<file path="src/rtl/matrix_scan_ctrl.sv">
`default_nettype none
// ============================================================================
//  Module      : matrix_scan_ctrl
//  Description : LED-matrix scan controller. Fetches one 16-pixel row from a
//                double-buffered frame store, shifts 16 anode bits and
//                16 cathode bits to an external shift-register chain, then
//                latches them. Front/back buffer swaps happen only at frame
//                boundaries.
//  Options     : define MATRIX_GRAY_EN for 4-phase grayscale (64-row frames).
//                Without it, phase is fixed at 0 and a frame is 16 rows.
//  Revision    : 1.0 - initial release
// ============================================================================
module matrix_scan_ctrl #(
  parameter int CLK_DIV = 100
) (
  input  logic        clk,
  input  logic        rst_n,
  output logic        pix_rd_req,
  output logic [3:0]  pix_rd_row,
  output logic        pix_rd_sel,
  input  logic        pix_rd_ack,
  input  logic [31:0] pix_rd_data,
  input  logic        swap_req,
  output logic        swap_ack,
  output logic        front_sel,
  output logic        frame_start,
  output logic        sclk,
  output logic        serial_data,
  output logic        rclk,
  output logic        clear
);

  typedef enum logic [1:0] {
    ST_FETCH = 2'd0,
    ST_SHIFT = 2'd1,
    ST_LATCH = 2'd2
  } state_t;

  localparam logic [9:0] C_DIV_LAST  = 10'(CLK_DIV - 1);
  // 32 bits x 2 half-bits, plus one final tick that hands over to LATCH
  localparam logic [6:0] C_STEP_LAST = 7'd64;

  state_t      state_q;
  logic [9:0]  div_q;
  logic [6:0]  step_q;
  logic        latch_q;
  logic [3:0]  row_q;
  logic [31:0] data_q;
  logic        started_q;
  logic        req_q;
  logic        front_sel_q;
  logic        swap_ack_q;
  logic        frame_start_q;
  logic        sclk_q;
  logic        sdata_q;
  logic        rclk_q;
  logic        clear_q;

  logic        w_tick;
  logic        w_row_done;
  logic        w_frame_end;
  logic [1:0]  w_phase;
  logic [4:0]  w_bit_idx;
  logic [3:0]  w_pix_col;
  logic [1:0]  w_pix;
  logic        w_bit_val;

  assign w_tick     = (div_q == C_DIV_LAST);
  assign w_row_done = (state_q == ST_LATCH) && w_tick && latch_q;

`ifdef MATRIX_GRAY_EN
  logic [1:0] phase_q;

  // Grayscale phase advances once per complete pass over all 16 rows
  always_ff @(posedge clk or negedge rst_n) begin
    if (!rst_n) begin
      phase_q <= 2'd0;
    end else if (w_row_done && (row_q == 4'd15)) begin
      phase_q <= phase_q + 2'd1;
    end
  end

  assign w_phase     = phase_q;
  assign w_frame_end = (row_q == 4'd15) && (phase_q == 2'd3);
`else
  assign w_phase     = 2'd0;
  assign w_frame_end = (row_q == 4'd15);
`endif

  // Bit order: bits 0..15 are anodes for pixel 15 down to 0, bits 16..31
  // are cathodes where only the active row is driven low.
  assign w_bit_idx = step_q[5:1];
  assign w_pix_col = 4'd15 - w_bit_idx[3:0];
  assign w_pix     = data_q[{w_pix_col, 1'b0} +: 2];
  assign w_bit_val = w_bit_idx[4] ? (w_bit_idx[3:0] != row_q) : (w_pix > w_phase);

  // Scan sequencer: fetch row, shift 32 bits on ticks, latch, advance row
  always_ff @(posedge clk or negedge rst_n) begin
    if (!rst_n) begin
      state_q       <= ST_FETCH;
      div_q         <= 10'd0;
      step_q        <= 7'd0;
      latch_q       <= 1'b0;
      row_q         <= 4'd0;
      data_q        <= 32'd0;
      started_q     <= 1'b0;
      req_q         <= 1'b0;
      front_sel_q   <= 1'b0;
      swap_ack_q    <= 1'b0;
      frame_start_q <= 1'b0;
      sclk_q        <= 1'b0;
      sdata_q       <= 1'b0;
      rclk_q        <= 1'b0;
      clear_q       <= 1'b0;
    end else begin
      clear_q       <= 1'b1;
      frame_start_q <= 1'b0;
      swap_ack_q    <= 1'b0;
      div_q         <= w_tick ? 10'd0 : div_q + 10'd1;

      case (state_q)
        ST_FETCH: begin
          sclk_q <= 1'b0;
          rclk_q <= 1'b0;
          if (!started_q) begin
            // First fetch after reset opens a new frame
            started_q     <= 1'b1;
            req_q         <= 1'b1;
            frame_start_q <= 1'b1;
          end else if (req_q && pix_rd_ack) begin
            // Restart the divider so a long stall never shortens bit 0
            data_q  <= pix_rd_data;
            req_q   <= 1'b0;
            div_q   <= 10'd0;
            step_q  <= 7'd0;
            state_q <= ST_SHIFT;
          end
        end

        ST_SHIFT: begin
          if (w_tick) begin
            if (step_q == C_STEP_LAST) begin
              sclk_q  <= 1'b0;
              rclk_q  <= 1'b1;
              latch_q <= 1'b0;
              state_q <= ST_LATCH;
            end else begin
              step_q <= step_q + 7'd1;
              if (!step_q[0]) begin
                sdata_q <= w_bit_val;
                sclk_q  <= 1'b0;
              end else begin
                sclk_q  <= 1'b1;
              end
            end
          end
        end

        ST_LATCH: begin
          if (w_tick) begin
            if (!latch_q) begin
              latch_q <= 1'b1;
            end else begin
              rclk_q  <= 1'b0;
              req_q   <= 1'b1;
              row_q   <= row_q + 4'd1;
              state_q <= ST_FETCH;
              if (w_frame_end) begin
                frame_start_q <= 1'b1;
                if (swap_req) begin
                  front_sel_q <= ~front_sel_q;
                  swap_ack_q  <= 1'b1;
                end
              end
            end
          end
        end

        default: begin
          state_q <= ST_FETCH;
        end
      endcase
    end
  end

  assign pix_rd_req  = req_q;
  assign pix_rd_row  = row_q;
  assign pix_rd_sel  = front_sel_q;
  assign front_sel   = front_sel_q;
  assign swap_ack    = swap_ack_q;
  assign frame_start = frame_start_q;
  assign sclk        = sclk_q;
  assign serial_data = sdata_q;
  assign rclk        = rclk_q;
  assign clear       = clear_q;

endmodule
`default_nettype wire

</file>
<file path="config.mk">
export PLATFORM = sky130hd
export DESIGN_NAME = matrix_scan_ctrl
export DESIGN_NICKNAME = d
export VERILOG_FILES = /design/src/rtl/matrix_scan_ctrl.sv
export SDC_FILE = /design/constraint.sdc
export NUM_CORES = 1
export LEC_CHECK = 0
export CAP_MARGIN = 20
export CORE_MARGIN = 2
export CORE_UTILIZATION = 53
export CTS_CLUSTER_DIAMETER = 60
export DETAILED_ROUTE_END_ITERATION = 10
export GPL_TIMING_DRIVEN = 1
export PLACE_DENSITY_LB_ADDON = 0.12
export SLEW_MARGIN = 20
export SYNTH_ARGS = -nofsm -noshare
export SYNTH_HDL_FRONTEND = slang
export SYNTH_SLANG_ARGS = --single-unit
</file>
<file path="constraint.sdc">
create_clock -name clk -period 2.1 [get_ports clk]
set_input_delay 0.42 -clock clk [delete_from_list [all_inputs] [get_ports clk]]
set_output_delay 0.42 -clock clk [all_outputs]
set_load 0.01 [all_outputs]
</file>
==> metrics.yaml, run 1 <==
final_layout:
  drive_above_1_share: 0.07105
  fill_cells: 442
  fin_util: 0.6835
  diodes: 0
  nets: 416
  stdcell_area_um2: 3717
  synthToLayoutAreaGrowth_pct: 25.89
  final_cells: 452
synth:
  synth_top_area_frac: 0.5508
  synth_warnings: 0
  yosys_most_used_dff: "dfrtp_1"
  synth_cells: 326
  synthTopCellsByArea: "dfrtp_1, nand2_1, nor2_1"
  ys_ff_latch: 65
  synthArstFlopShare: 1.000
  syn_avg_cell_area_um2: 9.058
  syn_nets: 366
  ys_seq_area_frac: 0.5508
  synth_edf_count: 0
  synth.distinct_cells: 42
  synth_top_area_cell: "dfrtp_1"
  syn-cell-area_um2: 2953
worst_setup_path:
  critPathMaxFanout: 7
  required_ps: 2320
  slowest_delay_ps: 410
  worst-setup-path-type: "reg -> reg"
  crit_start: "div_q[0]"
  crit_path_end_kind: "flop"
  ff2ff_path_depth: 6
  r2r_start: "div_q[0]"
  setup.worst_path.start_class: "flop"
  slowest_stage: "or3_1"
  crit_chain: "ha_1 -> nor4b_2 -> and4_4 -> nand3_2 -> or3_1 -> mux2i_1"
  worstPathArrival_ps: 2250
die:
  fp.dieArea_um2: 6184
  design.core.area_um2: 5439
  io_pins: 49
  die_h_um: 78.64
  die_w_um: 78.64
  rows: 27
  start_util: 0.5429
sta:
  finalCriticalPeriod_ps: 2028
  setup_viol: 0
  fin_setup_tns_ps: 0
  min_period_over_period: 0.9657
  rsz0062_at_grt: "no"
  hold_viol: 0
  final.setup_skew_ps: 5.382
  finalMaxSlewViolations: 0
  fmax_mhz: 493.1
  setup_ws_ps: 72.05
  hold_slack_ps: 84.55
global_route:
  overflow: 0
  antenna_found_initial: 0
  grt_usage: 0.2163
  grt_pass1_vias: 2322
  grt_max_degree: 66
  grt_pass1_wl_um: 10390
pwr:
  p_total_mw: 2.390
  p_leak_nw: 1.818
  peakVddDrop_v: 0.0005725
  power.density_nw_per_um2: 643.1
place:
  dpl.cell_count: 437
  io_buffers: 48
  gp_congestion: 0.8066
  place_worst_setup_slack_ps: 56.43
  place_area_um2: 3520
  hpwl_um: 3970
route:
  drt_iter0_markers: 138
  drtAntennaViolNets: 0
  drt-total-wl_um: 5906
  viasPerCell: 5.279
  dr.pass1.iters: 4
  route.detailed.drc: 0
  wl_per_cell_um: 13.07
  via_count: 2386
cts:
  cts.sinks: 65
  cts_tree: "built"
  clk_pin_slew_ps: 70
  cts-htree-levels: 3
  hold_buffers: 0
  postCtsSetupBuffers: 0
  clock_tree.root_cell: "clkbuf_8"
  clock_path_buffers: 2
  cts_buffers: 9
  worstSkewPairLatency_ps: 330
status:
  run_status: "complete, no violations"
worst_hold_path:
  worst_hold_path_type: "in -> async"
run:
  cap_violations: 0
-- final cells by class --
class                      count  area [um2]  share of cell area
inverter                       7       26.28            0.007068
timing repair buffer          55       553.0              0.1488
tap                           72       90.09             0.02423
multi-input combinational    238        1226              0.3299
clock inverter                 3       40.04             0.01077
sequential                    65        1627              0.4376
clock buffer                  12       155.1             0.04174
-- power by group --
group          internal [mW]  total, mW  switching, mW
registers               1.25       1.25       0.000184
clock network          0.603       1.04          0.441
logic                 0.0613     0.0934         0.0321
total                   1.92       2.39          0.473
-- cells in the mapped netlist (all sizes together), types with 2 or more instances --
master / number
o31ai: 2
a21oi: 13
nor4b: 2
nand4: 6
and3: 2
inv: 7
dfrtp: 65
nand3: 12
o21ai: 8
and4: 4
buf: 6
clkbuf: 10
nor2: 28
ha: 4
or3: 4
xnor2: 7
a31oi: 2
nand2: 108
xor2: 10
nor3: 9
-- worst max-delay path: cells and delay by family (launching register included) --
family	cells	cell delay (ps)
mux	1	130
flops	1	400
fa+ha+maj	1	210
simple gates	4	1180
-- logic make-up after synthesis --
kind of cell | share of synthesized area
adder cells (fa/ha/maj) | 0.01695
flip-flops | 0.5508
AO/OA/AOI/OAI | 0.06822
XOR/XNOR | 0.05042
AND/OR/NAND/NOR | 0.2703
multiplexers | 0.007203
other | 0.001270
buffers and inverters | 0.03475
-- per-layer routing --
layer,global-route usage,vias to the layer above,wire length (um)
met1,0.2713,1132,2652
met5,0,-,0
met4,0.1088,0,125
met2,0.3573,58,2923
met3,0.04138,12,204
li1,-,1184,-
-- placed cells by master (no fill, tap or decap), types with 3 or more instances in the layout --
| master | instances |
|---|---|
| dfrtp_1 | 65 |
| a21oi_1 | 13 |
| or3_1 | 4 |
| ha_1 | 4 |
| nand4_1 | 6 |
| nor2_1 | 28 |
| nand3_1 | 11 |
| and4_1 | 3 |
| o21ai_0 | 8 |
| nand2_1 | 108 |
| clkbuf_8 | 11 |
| xor2_1 | 10 |
| clkdlybuf4s50_1 | 47 |
| buf_4 | 5 |
| nor3_1 | 9 |
| xnor2_1 | 7 |
| inv_1 | 7 |
-- sequential cells by signal, indices dropped and copies added, names as in the netlist, 2 cells and up --
register,count
state_q,2
div_q,10
step_q,7
data_q,32
pix_rd_row,4
-- what timing repair did --
| item | in CTS | in global routing |
|---|---|---|
| hold endpoints to repair | 0 | 0 |
| resized for setup | 0 | 2 |
| setup endpoints to repair | 0 | 5 |
-- path summary, 6_finish.rpt --
check                              to  slack [ps]
max                         step_q[6]          70
min reg2reg                 data_q[3]         470
min                          div_q[5]          80
max in group asynchronous  data_q[18]        1750
min in group clk            data_q[3]         470
max reg2reg                 step_q[6]          70
Note: power is estimated with default switching activity, not from simulation.
==> run 2: changes to the inputs <==
Settings changed: GPL_TIMING_DRIVEN 1 to unset.
==> results of run 2 <==
No change in the layout: final DEF, timing and power equal those of run 1.
==> run 3: changes to the inputs <==
Settings changed: ABC_CLOCK_PERIOD_IN_PS set to 2100, CTS_CLUSTER_DIAMETER 60 to unset.
==> results of run 3 <==
No change in the layout: final DEF, timing and power equal those of run 1.
